$ cat src/rtl/vermibus_sram_bridge.sv
// Valid/ready word-bus slave driving a synchronous SRAM with one-cycle enable and fixed read latency.
// Optional bounds checking of the upper address bits: define VERMIBUS_SRAM_BOUNDS_CHECK_EN.
module vermibus_sram_bridge #(
    parameter int ADDR_W       = 12,
    parameter int READ_LATENCY = 1
) (
    input  logic              clk,
    input  logic              reset,
    input  logic              valid,
    output logic              ready,
    input  logic [31:0]       address,
    input  logic [3:0]        wstrobe,
    input  logic [31:0]       wdata,
    output logic [31:0]       rdata,
    output logic              sram_en,
    output logic [3:0]        sram_we,
    output logic [ADDR_W-1:0] sram_addr,
    output logic [31:0]       sram_wdata,
    input  logic [31:0]       sram_rdata,
    output logic              bus_error
);

    typedef enum logic [1:0] {IDLE, ACCESS, WAIT, RESP} state_t;

    localparam logic [2:0] LAT_LOAD = 3'(READ_LATENCY - 1);

    state_t     state;
    logic [2:0] lat_cnt;

    // Byte-offset bits never reach the SRAM; the upper bits only matter when bounds checking.
    logic unused_addr_bits;
    assign unused_addr_bits = ^{address[31:ADDR_W+2], address[1:0]};

`ifdef VERMIBUS_SRAM_BOUNDS_CHECK_EN
    logic out_of_range;
    assign out_of_range = (address[31:ADDR_W+2] != '0);
`endif

    always_ff @(posedge clk or negedge reset) begin
        if (!reset) begin
            state      <= IDLE;
            ready      <= 1'b0;
            sram_en    <= 1'b0;
            sram_we    <= '0;
            sram_addr  <= '0;
            sram_wdata <= '0;
            rdata      <= '0;
            bus_error  <= 1'b0;
            lat_cnt    <= '0;
        end else begin
            ready   <= 1'b0;
            sram_en <= 1'b0;
            case (state)
                IDLE: begin
                    if (valid) begin
`ifdef VERMIBUS_SRAM_BOUNDS_CHECK_EN
                        if (out_of_range) begin
                            ready     <= 1'b1;
                            bus_error <= 1'b1;
                            if (wstrobe == 4'b0000) rdata <= '0;
                            state     <= RESP;
                        end else
`endif
                        begin
                            sram_addr  <= address[ADDR_W+1:2];
                            sram_we    <= wstrobe;
                            sram_wdata <= wdata;
                            sram_en    <= 1'b1;
                            state      <= ACCESS;
                        end
                    end
                end
                ACCESS: begin
                    // sram_we still holds the latched strobe here and tells read from write.
                    sram_we <= '0;
                    if (sram_we != 4'b0000) begin
                        ready <= 1'b1;
                        state <= RESP;
                    end else begin
                        lat_cnt <= LAT_LOAD;
                        state   <= WAIT;
                    end
                end
                WAIT: begin
                    // At least one WAIT cycle: the SRAM's data arrives READ_LATENCY cycles after its enable edge.
                    if (lat_cnt == 3'd0) begin
                        rdata <= sram_rdata;
                        ready <= 1'b1;
                        state <= RESP;
                    end else begin
                        lat_cnt <= lat_cnt - 3'd1;
                    end
                end
                RESP:    state <= IDLE;
                default: state <= IDLE;
            endcase
        end
    end

endmodule
$ cat config.mk
export PLATFORM = sky130hd
export DESIGN_NAME = vermibus_sram_bridge
export DESIGN_NICKNAME = d
export VERILOG_FILES = /design/src/rtl/vermibus_sram_bridge.sv
export SDC_FILE = /design/constraint.sdc
export NUM_CORES = 1
export LEC_CHECK = 0
export CORE_AREA = 5 5 106 108
export CTS_CLUSTER_DIAMETER = 120
export CTS_CLUSTER_SIZE = 30
export DETAILED_ROUTE_END_ITERATION = 7
export DIE_AREA = 0 0 111 113
export GPL_TIMING_DRIVEN = 1
export PLACE_DENSITY = 0.85
export SYNTH_ARGS = -nofsm -noshare
export SYNTH_HDL_FRONTEND = slang
export SYNTH_SLANG_ARGS = --single-unit
$ cat constraint.sdc
create_clock -name clk -period 1.7 [get_ports clk]
set_input_delay 0.51 -clock clk [delete_from_list [all_inputs] [get_ports clk]]
set_output_delay 0.51 -clock clk [all_outputs]
set_load 0.05 [all_outputs]
* Word-level counts from Yosys, hierarchy flattened
Cells that the tools add are included.
Widths: inputs -> output; s select.
** Word-level totals
- Bits in registers :: 87
- Input port bits :: 103
- Word-level logic and storage cells :: 40
- Output and inout port bits :: 83
** Operators by class
- Eq/ne operators :: 7
- Mux-type cells :: 14
- $add $sub $neg :: 1
- Reduce and logical (&&, ||, !) cells :: 10
** Operators with widths (count)
- $ne 2x2->1 const B :: 4
- $pmux 2 s4 :: 1
- $pmux 4 s2 :: 1
- $reduce_and 2->1 :: 4
- $mux 3 :: 2
- $pmux 3 s2 :: 1
- $mux 1 :: 5
- $eq 2x2->1 const B :: 2
- $mux 2 :: 2
- $mux 4 :: 1
- $reduce_bool 2->1 :: 2
- $reduce_bool 4->1 :: 1
- $logic_not 3->1 :: 1
- $reduce_and 3->1 :: 1
- $sub 3x1->3 const B :: 1
- $eq 2x1->1 const B :: 1
- $logic_not 2->1 :: 1
- $pmux 1 s2 :: 1

* Logic depth before layout (Yosys ltp)
- Word-level depth :: 3
- Depth in mapped cells :: 6
- Mapped depth without buffers :: 5

* Worst setup path after synthesis
No wires, ideal clock.
- Kind :: register to register
- From :: register state[1]
- To :: register sram_addr[11]
- Arrival :: 1409 ps
- Data required time :: 1575 ps
- Library setup time :: 125 ps
- Path slack :: 166 ps
- Clock period less this slack :: 1534 ps
- Stages on the path, launching flop included :: 7
- Buffers on the path :: 2
- Cell sequence :: dfrtp_1 inv_1 ha_1 buf_2 nand2_2 buf_6 mux2_2
** Between the ends
- Word-level cells in the longest chain between the ends :: 2
** Ends and longest elaborated chain
- start: declaration :: RTL line 27 : state_t state;
- start signal: assignment :: RTL line 41 : state <= IDLE;
- start signal: assignment :: RTL line 69 : state <= ACCESS;
- start signal: assignment :: RTL line 78 : state <= RESP;
- $logic_not 2->1 :: RTL line 53 : case (state)
- $reduce_and 2->1 (no source line)
- end signal: assignment :: RTL line 65 : sram_addr <= address[ADDR_W+1:2];
- end: declaration :: RTL line 17 : output logic [ADDR_W-1:0] sram_addr,
Every way passes these cells.
A chain may end at the register's enable or synchronous reset.

* Worst setup path after layout
- From :: register state[0]
- To :: register lat_cnt[2]
** Between the ends
- Word-level cells in the longest chain between the ends :: 3
- Elaborated cells on any way between the ends :: 7
- Classes of those cells :: 4 x eq/ne; 1 x mux; 2 x reduce/logical
** Ends and longest elaborated chain
- $eq 2x2->1 / $eq 2x1->1 (equally long branches) :: RTL line 53
- $ne 2x2->1 (no source line) / $reduce_bool 2->1 (equally long branches)
- $reduce_and 3->1 (no source line)
- end signal: assignment :: RTL line 91 : lat_cnt <= lat_cnt - 3'd1;
- end: declaration :: RTL line 28 : logic [2:0] lat_cnt;
Parallel ways exist; a longest one is shown, timed or not.

==> run metrics <==
flops & latches, synth=87; compound-gate portion of the synthesized area=0.0248; via count=2445; worst reg2reg startpoint=state[0]; cts-stage hold buffer count=0; number of clock sinks=87; placed wire-length estimate after detailed placement=7.03 mm; endpoint class of the critical path=register; detailed-route vias per instance=4.54; dominant combinational cell family by area after synthesis=multiplexers; via count of the first global-routing pass=2860; Horiz. Die Dim=111 um; proportion of netlist area held by the largest area contributor=0.617; Tot GR Track Use=0.149; fraction of synthesized cell area in xor and xnor cells=0; Critical Path Slowest Stage Cell=sky130_fd_sc_hd__dfrtp_1; Hold Violations, Final=0; outcome=finished clean; crit path buf inv count=2; port bufs=164; # resized after CTS=0; number of antenna violations at the first check in global routing=0; number of fill cells in the layout=722; kind of cell adding the most delay to the critical path=flip-flops; required time at the endpoint of the critical path=1980 ps; standby leakage power=2.80 nW; Worst R2R End=lat_cnt[2]; critical path, cell by cell=inv_1, ha_1, buf_4, nor4bb_1, a32o_1; cell area after technology mapping=3530 um^2; number of setup violations in the final report=0; Post-Synthesis Cells=222; data arrival time at the worst-slack endpoint=1840 ps; top post-synthesis cells by area=sky130_fd_sc_hd__dfrtp_1 62%, sky130_fd_sc_hd__mux2_2 24%, sky130_fd_sc_hd__buf_6 2.2%; starting density of the core=0.348; post-route clock skew=6.79 ps; syn_area_per_cell=15.9 um^2; highest attainable clock frequency=0.641 GHz; final weighted congestion in routability-driven placement=0.750; Peak supply drop=1.24 mV; HP Class=in2async; multiplexer share of the synthesized area=0.264; Post-Synth Simple-Gate Area=0.0411; Diodes inserted=0; number of buffers on the longest clock path=2; CORE AREA=10100 um^2; layout overhead on the synthesized area=80.5%; Yosys top cell by area=sky130_fd_sc_hd__dfrtp_1; largest stage delay on the critical path=400 ps; Register-to-Register Setup Slack=140 ps; antenna-violating nets left=0; total number of nets in the final design=507; largest driver fanout on the critical path=5; final standard cell count with taps included and fillers excluded=539; total die area=12500 um^2; number of nets in the synthesized netlist=331; setup TNS after final layout=0 ps; clock tree root buffer cell=sky130_fd_sc_hd__clkbuf_8; first-pass GRT wire length=14.9 mm; classification of the worst setup path=reg2reg; number of max-capacitance violations reported=0; worst r2r path cells=5; clock period minus worst slack=1560 ps; post-route clock period utilization=0.917; overflow left after global routing=0; post-detailed-route DRC marker count=0; # placed instances=523; top library cells by usage in the layout, fill and taps aside=87 x sky130_fd_sc_hd__dfrtp_1, 85 x sky130_fd_sc_hd__buf_12, 81 x sky130_fd_sc_hd__clkdlybuf4s50_1; clock slew seen by the registers of the worst setup and hold paths=80 ps; 1st-pass router iterations=5; synthesized-area fraction occupied by adder cells=0.0213; standard-cell rows=37; total of warnings raised by yosys=1; TritonCTS clock tree=built; Post-Route WL=8.89 mm; most common cell after layout, fill and taps aside=sky130_fd_sc_hd__dfrtp_1; total setup buffers inserted after CTS=0; fraction of final layout cells with drive strength greater than 1=0.464; setup repair after global routing missed its margin=no; average wire per cell in the routed design=16.5 um; die span in y=113 um; clk_lat worst skew=350 ps; I/O pin cnt=186; share of synthesized area occupied by flip-flops and latches=0.617; drt initial violations=48; count of unique library cells instantiated by Yosys=27; PD cells=2460 nW/um^2; pin count of the biggest net entering global routing=88; Worst Setup Start Kind=register; number of pins with negative max-slew slack in the final report=0; number of CTS-inserted buffers=9; Clock H-tree levels=3
## logic make-up (layout without fill, tap and decap cells)
kind of cell,count (synthesis),count (layout)
muxes,83,83
AOI/OAI and AO/OA,10,10
other,1,1
adders and majority gates,6,6
buffers and inverters,14,195
and+or+nand+nor,21,21
DFF,87,87
## where the power goes
part	switching [W]	leakage (nW)	internal, W	total [W]
Clock	0.000719	0.0895	0.000681	0.00140
Sequential	0.00108	1.04	0.00311	0.00419
Combinational	0.00490	1.67	0.00520	0.0101
Total	0.00670	2.80	0.00899	0.0157
## how the worst max path moves through the flow
stage               startpoint             end  slack [ps]  cells after the start
floorplan             state[1]   sram_addr[11]         170                      6
global placement         valid   sram_wdata[4]        -170                      4
detailed placement       valid  sram_wdata[25]        -190                      4
CTS                   state[1]  sram_wdata[24]         120                      5
global route          state[1]  sram_wdata[24]          40                      5
finish                state[0]      lat_cnt[2]         140                      5
## through the flow
step                hold WS [ps]  total power (W)  setup WS [ps]   util  instance area [um^2]
floorplan                    214          0.00906            166      -                  3530
finish                       174           0.0157            141  0.628                  6370
CTS                          199           0.0159            124  0.628                  6370
global route                 207           0.0164           37.6  0.628                  6370
global placement             515           0.0142           -171  0.610                  6180
detailed placement           551           0.0144           -185  0.610                  6180
## synthesized netlist by cell type
master                     count
sky130_fd_sc_hd__buf_2         1
sky130_fd_sc_hd__or2b_1        1
sky130_fd_sc_hd__nand3_1       1
sky130_fd_sc_hd__a211o_1       1
sky130_fd_sc_hd__nand2_1       1
sky130_fd_sc_hd__a21oi_1       5
sky130_fd_sc_hd__ha_1          6
sky130_fd_sc_hd__nor2b_1       6
sky130_fd_sc_hd__nand2b_1      6
sky130_fd_sc_hd__buf_6         7
sky130_fd_sc_hd__nor4bb_1      1
sky130_fd_sc_hd__nor2_1        2
sky130_fd_sc_hd__dfrtp_1      87
sky130_fd_sc_hd__a32o_1        1
sky130_fd_sc_hd__a32oi_1       1
sky130_fd_sc_hd__mux2i_1       6
sky130_fd_sc_hd__mux2_2       75
sky130_fd_sc_hd__a21boi_0      1
sky130_fd_sc_hd__buf_4         1
sky130_fd_sc_hd__nand2_2       1
sky130_fd_sc_hd__o41ai_4       1
sky130_fd_sc_hd__nand3b_4      1
sky130_fd_sc_hd__mux2_1        1
sky130_fd_sc_hd__nand3_2       1
sky130_fd_sc_hd__mux2_4        1
sky130_fd_sc_hd__conb_1        1
sky130_fd_sc_hd__inv_1         5
## layout make-up
| cell class | count | area, um^2 | share of cell area |
|---|---|---|---|
| Clock buffer | 11 | 131 | 0.0206 |
| Sequential cell | 87 | 2180 | 0.342 |
| Tap cell | 136 | 170 | 0.0267 |
| Inverter | 5 | 18.8 | 0.00295 |
| Timing Repair Buffer | 174 | 2570 | 0.404 |
| Multi-Input combinational cell | 121 | 1240 | 0.195 |
| Clock inverter | 5 | 58.8 | 0.00923 |
## metal layers
| layer | wire length, um | GRT usage | up-vias | part of all wire |
|---|---|---|---|---|
| li1 | - | - | 1127 | - |
| met1 | 3340 | 0.160 | 1197 | 0.38 |
| met2 | 4710 | 0.268 | 109 | 0.53 |
| met3 | 723 | 0.0540 | 12 | 0.081 |
| met4 | 121 | 0.0542 | 0 | 0.014 |
| met5 | 0 | 0 | - | 0 |
## registers in the layout, summed over array words and instances, names as in the netlist
register and flops:
rdata 32, sram_wdata 32, sram_addr 12, sram_we 4
lat_cnt 3, state 2, ready 1, sram_en 1
## worst register-to-register path, cell delays in order, from the launching register on
cell                       delay (ps)
sky130_fd_sc_hd__dfrtp_1          400
sky130_fd_sc_hd__inv_1            140
sky130_fd_sc_hd__ha_1             270
sky130_fd_sc_hd__buf_4            170
sky130_fd_sc_hd__nor4bb_1         290
sky130_fd_sc_hd__a32o_1           220
(Power assumes the default switching activity.)
